$ cat config.mk
export PLATFORM = sky130hd
export DESIGN_NAME = buffered_router
export DESIGN_NICKNAME = d
export VERILOG_FILES = /design/src/rtl/router_pkg.sv /design/src/rtl/router_fifo.sv /design/src/rtl/buffered_router.sv
export SDC_FILE = /design/constraint.sdc
export NUM_CORES = 1
export LEC_CHECK = 0
export ABC_AREA = 1
export BUFFER_PORTS_ARGS = -buffer_cell sky130_fd_sc_hd__buf_2
export CORE_ASPECT_RATIO = 0.6
export CORE_MARGIN = 2
export CORE_UTILIZATION = 52
export CTS_CLUSTER_DIAMETER = 50
export CTS_CLUSTER_SIZE = 24
export DETAILED_ROUTE_END_ITERATION = 8
export PLACE_DENSITY = 0.71
export SKIP_LAST_GASP = 1
export SLEW_MARGIN = 20
export SYNTH_ARGS = -nofsm -noshare
export SYNTH_HDL_FRONTEND = slang
export SYNTH_SLANG_ARGS = --single-unit
$ cat constraint.sdc
create_clock -name clk -period 2.95 [get_ports clk]
set_input_delay 0.295 -clock clk [delete_from_list [all_inputs] [get_ports clk]]
set_output_delay 0.295 -clock clk [all_outputs]
set_load 0.05 [all_outputs]
$ cat src/rtl/router_pkg.sv
// Shared types and helpers for the buffered packet router.
package router_pkg;

   localparam int NUM_PORTS_MAX = 16;

   typedef logic [$clog2(NUM_PORTS_MAX)-1:0] port_idx_t;

   function automatic int addr_width(input int n);
      return $clog2(n);
   endfunction

endpackage

$ cat src/rtl/router_fifo.sv
// Single-clock first-word-fall-through FIFO; rdata shows the head whenever not empty.
module router_fifo
   import router_pkg::*;
#(
   parameter int DATA_WIDTH = 32,
   parameter int FIFO_DEPTH = 4
) (
   input  logic                          clk,
   input  logic                          rst_n,
   input  logic                          push,
   input  logic                          pop,
   input  logic [DATA_WIDTH-1:0]         wdata,
   output logic [DATA_WIDTH-1:0]         rdata,
   output logic                          full,
   output logic                          empty,
   output logic [$clog2(FIFO_DEPTH):0]   count
);

   localparam int PTR_W = $clog2(FIFO_DEPTH);

   logic [DATA_WIDTH-1:0] mem_q [FIFO_DEPTH];
   logic [PTR_W-1:0]      wr_ptr_q, wr_ptr_d;
   logic [PTR_W-1:0]      rd_ptr_q, rd_ptr_d;
   logic [PTR_W:0]        count_q, count_d;
   logic                  do_push, do_pop;

   assign full    = (count_q == (PTR_W+1)'(FIFO_DEPTH));
   assign empty   = (count_q == '0);
   assign count   = count_q;
   assign rdata   = mem_q[rd_ptr_q];

   // A full FIFO refuses the push even if it pops in the same cycle.
   assign do_push = push && !full;
   assign do_pop  = pop && !empty;

   always_comb begin
      wr_ptr_d = do_push ? wr_ptr_q + PTR_W'(1) : wr_ptr_q;
      rd_ptr_d = do_pop  ? rd_ptr_q + PTR_W'(1) : rd_ptr_q;
      count_d  = count_q;
      if (do_push && !do_pop) begin
         count_d = count_q + (PTR_W+1)'(1);
      end else if (do_pop && !do_push) begin
         count_d = count_q - (PTR_W+1)'(1);
      end
   end

   always_ff @(posedge clk or negedge rst_n) begin
      if (!rst_n) begin
         wr_ptr_q <= '0;
         rd_ptr_q <= '0;
         count_q  <= '0;
      end else begin
         wr_ptr_q <= wr_ptr_d;
         rd_ptr_q <= rd_ptr_d;
         count_q  <= count_d;
      end
   end

   always_ff @(posedge clk) begin
      if (do_push) begin
         mem_q[wr_ptr_q] <= wdata;
      end
   end

endmodule

$ cat src/rtl/buffered_router.sv
// 1-to-NUM_PORTS router: steers each input word by addr into a per-port FWFT queue.
module buffered_router
   import router_pkg::*;
#(
   parameter  int DATA_WIDTH = 32,
   parameter  int NUM_PORTS  = 4,
   parameter  int FIFO_DEPTH = 4,
   parameter  int CNT_WIDTH  = 16,
   localparam int ADDR_WIDTH = addr_width(NUM_PORTS)
) (
   input  logic                            clk,
   input  logic                            rst_n,
   input  logic [DATA_WIDTH-1:0]           din,
   input  logic                            din_valid,
   output logic                            din_ready,
   input  logic [ADDR_WIDTH-1:0]           addr,
   output logic [NUM_PORTS*DATA_WIDTH-1:0] dout,
   output logic [NUM_PORTS-1:0]            dout_valid,
   input  logic [NUM_PORTS-1:0]            dout_ready,
   output logic [CNT_WIDTH-1:0]            drop_cnt
);

   localparam int ADDR_SPAN = 1 << ADDR_WIDTH;
   localparam int CNT_W     = $clog2(FIFO_DEPTH) + 1;

   logic [NUM_PORTS-1:0]                  push, full, empty;
   logic [NUM_PORTS-1:0][DATA_WIDTH-1:0]  rdata;
   logic [NUM_PORTS-1:0][CNT_W-1:0]       fifo_count_unused;
   logic [ADDR_SPAN-1:0]                  full_span;
   logic                                  addr_legal, accept;
   logic [CNT_WIDTH-1:0]                  drop_cnt_q, drop_cnt_d;

   if (ADDR_SPAN == NUM_PORTS) begin : g_pow2
      assign addr_legal = 1'b1;
   end else begin : g_npow2
      assign addr_legal = (addr < ADDR_WIDTH'(NUM_PORTS));
   end

   // Pad to the full address span so the ready mux never indexes out of range.
   always_comb begin
      full_span = '1;
      for (int p = 0; p < NUM_PORTS; p++) begin
         full_span[p] = full[p];
      end
   end

   assign din_ready = addr_legal ? !full_span[addr] : 1'b1;
   assign accept    = din_valid && din_ready;

   for (genvar p = 0; p < NUM_PORTS; p++) begin : g_port
      assign push[p] = accept && addr_legal && (addr == ADDR_WIDTH'(p));

      router_fifo #(
         .DATA_WIDTH (DATA_WIDTH),
         .FIFO_DEPTH (FIFO_DEPTH)
      ) u_fifo (
         .clk   (clk),
         .rst_n (rst_n),
         .push  (push[p]),
         .pop   (dout_ready[p]),
         .wdata (din),
         .rdata (rdata[p]),
         .full  (full[p]),
         .empty (empty[p]),
         .count (fifo_count_unused[p])
      );

      assign dout_valid[p]                    = !empty[p];
      assign dout[p*DATA_WIDTH +: DATA_WIDTH] = empty[p] ? '0 : rdata[p];
   end

   always_comb begin
      drop_cnt_d = drop_cnt_q;
      if (accept && !addr_legal && (drop_cnt_q != '1)) begin
         drop_cnt_d = drop_cnt_q + CNT_WIDTH'(1);
      end
   end

   always_ff @(posedge clk or negedge rst_n) begin
      if (!rst_n) begin
         drop_cnt_q <= '0;
      end else begin
         drop_cnt_q <= drop_cnt_d;
      end
   end

   assign drop_cnt = drop_cnt_q;

endmodule

==> impl_metrics.toml, run 1 <==
[status]
status = "complete, no violations"

[placed_design]
dp_hpwl_mm = 30.3
dp_slack_ns = 0.705
portBuffers = 173
gp_congestion = 0.799

[synth]
ys_ff_latch = 540
synth.avg_cell_area_sq_um = 12.6
synth-xor-area-share = 0.00727
syn_inst = 1726
synth_area_leaders = "edfxtp_1 (71%), nor2_1 (9.2%), o21ai_1 (3.6%)"
synth_top_cell_by_area = "edfxtp_1"
synthArstFlopShare = 0.0519
synth.most_common_cell = "nor2_1"
yosysWarnings = 0
synthAdderAreaFrac = 0.0152
synth_edf_count = 512
synth_top_family_by_area = "simple AND/OR/NAND/NOR gates"
synth_compound_area_frac = 0.0905
syn_area_sq_um = 21700
yosys-top-cells-count = "nor2_1 (532), edfxtp_1 (512), o21ai_1 (158)"
synthMuxAreaShare = 0.00208
synthSimpleGateAreaFrac = 0.106
synth.distinct_cells = 29
yosys.area.top_type_share = 0.709
synth-seq-area-share = 0.741
synthFlopType = "edfxtp_1"

[timing]
setup_ws_ns = 0.202
rsz0062_at_grt = "false"
slew_headroom = 0.479
finalCritPeriodShare = 0.932
tightest_slew_ns = 0.782
finalClockSkew_ns = 0.0207
maxSlewViolCount = 0
setup_tns_ns = 0
fin_crit_ns = 2.75
clock.fmax_ghz = 0.364
hold_violations = 0
setup_violations = 0

[route]
wl_mm = 49.4
avgRoutedWirePerCell_um = 20.0
drtIter0Drc = 1224
ant_nets = 0
dr.pass1.iters = 8
drc_errors = 0
via_count = 13500
post_drt_via_cell_ratio = 5.45

[cts]
clock_latency_ns = 0.55
clkTransAtPathRegs_ns = 0.09
cts_buffer_depth = 3
cts_tree = "built"
cts_root_buf = "clkbuf_16"
h-tree-depth = 2
cts_buffers = 34
clock_sink_count = 540

[power]
p_int_mw = 14.6
clkPwrFrac = 0.185
p_comb_frac = 0.482
leakagePower_nw = 8.57
vdd_drop_max_mv = 0.972
p_per_area_nw_per_um2 = 1150
switching_share = 0.478
p_seq_frac = 0.333
power.switching_mw = 13.4

[grt]
grt_start_max_net_pins = 43
grt_antenna_before_repair = 0
overflow = 0
grt.total_usage = 0.227
grt_pass1_vias = 12700
grt_pass1_wl_mm = 74.7

[critical_path]
arrival_ns = 2.45
crit_fanout = 27
critPathMaxStageDelay_ns = 0.59
worstPathCellList = "inv_2 -> buf_4 -> o21ai_1 -> a21oi_1 -> buf_2"
end_kind = "output pin"
slowest_stage = "dfrtp_2"
worstPathRequired_ns = 2.65
worstSetupPathDepth = 5
critPathTopFamily = "buffers and inverters"
critPathKind = "reg -> out"
reg2reg_depth = 10
crit_path_start_kind = "flop"
cp_num_buf_inv = 3

[floorplan]
die_h_um = 162
ios = 190
die_x_um = 268
dieArea_sq_um = 43400
core_area_sq_um = 40800
fp-row-count = 57
start_util = 0.531

[worst_hold_path]
hold_path_class = "in -> reg"
whs_path_depth = 4

[job]
maxCapViolCount = 0

[cells_and_area]
diodes = 0
syn2layout_area_growth_pct = 12.1
final_nets = 1956
drive_above_1_share = 0.165
worst min-delay path, cell delays in order:
cell and delay, ns:
buf_2 0.13, nor2_4 0.07, nand4_1 0.08, nand2_1 0.05
per-layer routing:
layer / vias to the layer above / part of all wire / global-route usage
li1: 6311 / - / -
met1: 6596 / 0.44 / 0.340
met2: 518 / 0.46 / 0.352
met3: 52 / 0.085 / 0.0414
met4: 0 / 0.015 / 0.0467
met5: - / 0 / 0
worst paths after layout:
path | start | endpoint | slack (ns)
worst max-delay path | g_port[2].u_fifo.rd_ptr_q[0]$_DFFE_PN0P_ | dout[84] | 0.20
worst min-delay path | addr[0] | g_port[2].u_fifo.wr_ptr_q[1]$_DFFE_PN0P_ | 0.12
worst max register to register | g_port[0].u_fifo.count[0]$_DFFE_PN0P_ | g_port[0].u_fifo.count[2]$_DFFE_PN0P_ | 0.68
worst min register to register | g_port[3].u_fifo.wr_ptr_q[0]$_DFFE_PN0P_ | g_port[3].u_fifo.wr_ptr_q[0]$_DFFE_PN0P_ | 0.55
max in group asynchronous | rst_n | g_port[1].u_fifo.rd_ptr_q[0]$_DFFE_PN0P_ | 2.04
min in group asynchronous | rst_n | g_port[2].u_fifo.rd_ptr_q[0]$_DFFE_PN0P_ | 0.36
repair_timing:
action / in CTS / in global routing
setup buffers: 0 / 0
hold buffers: 1 / 0
endpoints found under the hold margin: 28 / 0
setup endpoints to repair: 0 / 8
resized for setup: 0 / 1
cells by family after synthesis:
group	count (synthesis)
adders and majority gates	24
DFF	540
other	1
AOI/OAI and AO/OA	392
and+or+nand+nor	581
muxes	4
buffers and inverters	166
xor gates and xnor gates	18
placed cells by master (no fill, tap or decap), types with 2 or more instances in the layout:
| cell type | Yosys | layout |
|---|---|---|
| dfrtp_1 | 28 | 24 |
| nand3_1 | 2 | 2 |
| dfrtp_2 | 0 | 4 |
| buf_2 | 30 | 173 |
| inv_8 | 0 | 2 |
| nand4_1 | 4 | 4 |
| a21oi_1 | 131 | 131 |
| nand3_4 | 2 | 2 |
| xor2_1 | 10 | 10 |
| fa_1 | 4 | 4 |
| inv_12 | 0 | 2 |
| clkinv_8 | 0 | 3 |
| o21ai_0 | 103 | 103 |
| conb_1 | 1 | 16 |
| ha_1 | 20 | 20 |
| clkinv_2 | 1 | 4 |
| nand2_1 | 27 | 27 |
| inv_2 | 6 | 6 |
| o21ai_1 | 158 | 158 |
| nor2_1 | 532 | 524 |
| buf_4 | 36 | 47 |
| mux2_2 | 4 | 4 |
| nor2_2 | 8 | 16 |
| inv_1 | 50 | 50 |
| edfxtp_1 | 512 | 512 |
| nor3_4 | 2 | 4 |
| inv_6 | 0 | 4 |
| clkbuf_1 | 41 | 4 |
| clkbuf_16 | 0 | 37 |
| xnor2_1 | 8 | 8 |
registers in the layout, indices dropped and copies added (netlist names):
name                    count
g_port.u_fifo.mem_q       512
g_port.u_fifo.wr_ptr_q      8
g_port.u_fifo.count        12
g_port.u_fifo.rd_ptr_q      8
power by group through the flow:
stage               clock (mW)  combinational, mW  sequential [mW]
floorplan                    0               10.3             9.34
global placement             0               13.4             9.48
detailed placement           0               13.5             9.51
CTS                       5.27               13.6             9.33
global route              5.56               14.4             9.40
finish                    5.18               13.5             9.33
final cells by class:
cell class	instances	area (sq um)
Sequential cell	540	16100
Timing Repair Buffer	223	1260
Multi-Input combinational cell	1035	4890
Clock buffer	42	955
Inverter	57	215
Fill cell	3217	16500
Tap cell	560	701
Clock inverter	17	213
through the flow:
stage	total power, mW	std cells	hold WS [ns]	cell area, sq um	utilization
5_1_grt	29.4	2474	0.116	24300	0.596
6_report	28.0	2474	0.124	24300	0.596
2_1_floorplan	19.7	1741	-0.000591	21700	-
3_3_place_gp	22.9	2414	0.410	23100	0.567
3_5_place_dp	23.0	2414	0.429	23100	0.567
4_1_cts	28.2	2474	0.107	24300	0.596
Power figures use the tool's default switching activity.
==> inputs of run 2 (changes only) <==
- CELL_PAD_IN_SITES_DETAIL_PLACEMENT: unset -> 2
- CELL_PAD_IN_SITES_GLOBAL_PLACEMENT: unset -> 2
- CORE_UTILIZATION: 52 -> 41
- PLACE_DENSITY: 0.71 -> unset
- PLACE_DENSITY_LB_ADDON: unset -> 0.1
==> run 2 against run 1 <==
Compared with the run above:
- die area is 26% higher
- flip-flop and latch count stayed put
- critical path depth stayed put
- non-clock buffer count is 3 lower
- first-iteration DRC count is 23% lower
- wire length is 30% higher
- sequential power is 0.4% higher
- core utilization is 12 points lower
- largest cell class unchanged
- largest power group unchanged
- cell count is 6.2% higher
- worst setup slack worse by 0.015 ns
- maximum frequency is 0.55% lower
==> impl_metrics.toml, run 2 (same netlist as run 1, synthesis figures left out) <==
[cells_and_area]
syn2layout_area_growth_pct = 15.5
post-route-util = 0.478
final_nets = 1958
regArea_sq_um = 16100
fillers = 5183
layout_common_cells = "nor2_1 (524), edfxtp_1 (512), buf_2 (163)"
multiInputGateArea_sq_um = 4950
top_register = "g_port.u_fifo.mem_q"
final_cell_area_sq_um = 25000
largest_reg_flops = 512
layout.cells.most_common = "nor2_1"
drive_above_1_share = 0.171

[route]
ant_nets = 0
avgRoutedWirePerCell_um = 24.4
dr.pass1.iters = 4
post_drt_via_cell_ratio = 5.34
drc_errors = 0
drtIter0Drc = 948
wl_mm = 64.2
via_count = 14000

[timing]
finalCritPeriodShare = 0.937
setup_violations = 0
maxSlewViolCount = 0
slew_headroom = 0.421
tightest_slew_ns = 0.868
setup_tns_ns = 0
finalClockSkew_ns = 0.0173
rsz0062_at_grt = "false"
hold_violations = 0
clock.fmax_ghz = 0.362
fin_crit_ns = 2.76

[grt]
grt_pass1_wl_mm = 97.4
grt_antenna_before_repair = 1
overflow = 0
grt.total_usage = 0.236
grt_start_max_net_pins = 67
grt_pass1_vias = 15500

[cts]
cts_root_buf = "clkbuf_16"
h-tree-depth = 2
clock_sink_count = 540
clock_latency_ns = 0.57
clkTransAtPathRegs_ns = 0.09
cts_buffer_depth = 3
cts_tree = "built"
cts_buffers = 39

[placed_design]
place_area_sq_um = 23600
portBuffers = 173
gp_congestion = 0.759
dp_hpwl_mm = 40.7

[floorplan]
fp-row-count = 65
core_area_sq_um = 52400
dieArea_sq_um = 54800
ios = 190
start_util = 0.414
die_x_um = 301
die_h_um = 182

[status]
status = "complete, no violations"

[critical_path]
r2r_setup_slack_ns = 0.37
reg2reg_depth = 10
end_kind = "output pin"
crit_path_start_kind = "flop"
reg2reg_from = "g_port[0].u_fifo.count[0]$_DFFE_PN0P_"
reg2reg_to = "g_port[0].u_fifo.count[2]$_DFFE_PN0P_"
critPathKind = "reg -> out"
arrival_ns = 2.47
crit_fanout = 36
worstPathRequired_ns = 2.65

[power]
leakagePower_nw = 8.77
p_per_area_nw_per_um2 = 1200
vdd_drop_max_mv = 0.715

[worst_hold_path]
hold_path_class = "in -> reg"
whs_path_depth = 4
min_from = "dout_ready[0]"
min_to = "g_port[0].u_fifo.rd_ptr_q[0]$_DFFE_PN0P_"

[job]
maxCapViolCount = 0
## run 2: cell types whose count changed in the layout (fill, tap and decap cells not counted), sizes merged
| cell | before | now |
|---|---|---|
| clkinv | 8 | 9 |
| clkinvlp | 0 | 2 |
| diode | 0 | 1 |
| buf | 222 | 219 |
| bufinv | 1 | 6 |
| inv | 65 | 69 |
## run 2: worst max-delay path: stages, from the launching register on
cell	delay, ns
dfrtp_2	0.43
inv_2	0.46
buf_4	0.35
o21ai_0	0.13
a21oi_1	0.21
buf_2	0.30
## run 2: layout make-up
class,count,share of cell area
Antenna cell,1,0.0000999
Clock buffer,42,0.0415
Clock inverter,29,0.0169
Inverter,57,0.00869
Multi-Input combinational cell,1035,0.198
Sequential cell,540,0.642
Tap cell,703,0.0351
Timing Repair Buffer,220,0.0579
## run 2: routing by layer
metal / part of all wire / up-vias / wire length [um] / track usage
li1: - / 6334 / - / -
met4: 0.018 / 0 / 1170 / 0.0501
met3: 0.034 / 65 / 2190 / 0.0267
met1: 0.45 / 7389 / 28700 / 0.323
met2: 0.50 / 238 / 32200 / 0.410
met5: 0 / - / 0 / 0
## run 2: worst max-delay path by stage
stage	cells past startpoint	slack, ns	startpoint	to
after floorplan	4	0.39	g_port[1].u_fifo.count[0]$_DFFE_PN0P_	g_port[1].u_fifo.mem_q[0][0]$_DFFE_PP_
after global placement	14	0.67	g_port[1].u_fifo.count[0]$_DFFE_PN0P_	g_port[2].u_fifo.count[2]$_DFFE_PN0P_
after detailed placement	10	0.44	g_port[0].u_fifo.count[0]$_DFFE_PN0P_	g_port[0].u_fifo.count[2]$_DFFE_PN0P_
after CTS	5	0.02	g_port[0].u_fifo.rd_ptr_q[0]$_DFFE_PN0P_	dout[16]
after global routing	5	0.02	g_port[1].u_fifo.rd_ptr_q[0]$_DFFE_PN0P_	dout[44]
final	5	0.19	g_port[1].u_fifo.rd_ptr_q[0]$_DFFE_PN0P_	dout[39]
## run 2: report_power, final
| part | total, mW | internal (mW) | switching, mW | leakage [nW] |
|---|---|---|---|---|
| logic | 14.5 | 3.54 | 11.0 | 3.12 |
| registers | 9.37 | 8.94 | 0.436 | 4.94 |
| clock network | 6.20 | 3.23 | 2.96 | 0.708 |
| total | 30.1 | 15.7 | 14.4 | 8.77 |
## run 2: per-stage QoR
stage	total power [mW]	worst slack [ns]	std cells	hold slack (ns)
6_report	30.1	0.186	2627	0.104
5_1_grt	31.6	0.0190	2626	0.0982
4_1_cts	30.5	0.0211	2626	0.0781
3_5_place_dp	24.2	0.443	2554	0.439
3_3_place_gp	23.7	0.672	2554	0.418
2_1_floorplan	19.7	0.386	1741	-0.000591
## run 2: repair_timing
item,CTS,global route
setup endpoints to repair,0,15
hold buffers,1,0
buffers inserted,0,0
endpoints found under the hold margin,28,0
resized for setup,0,4
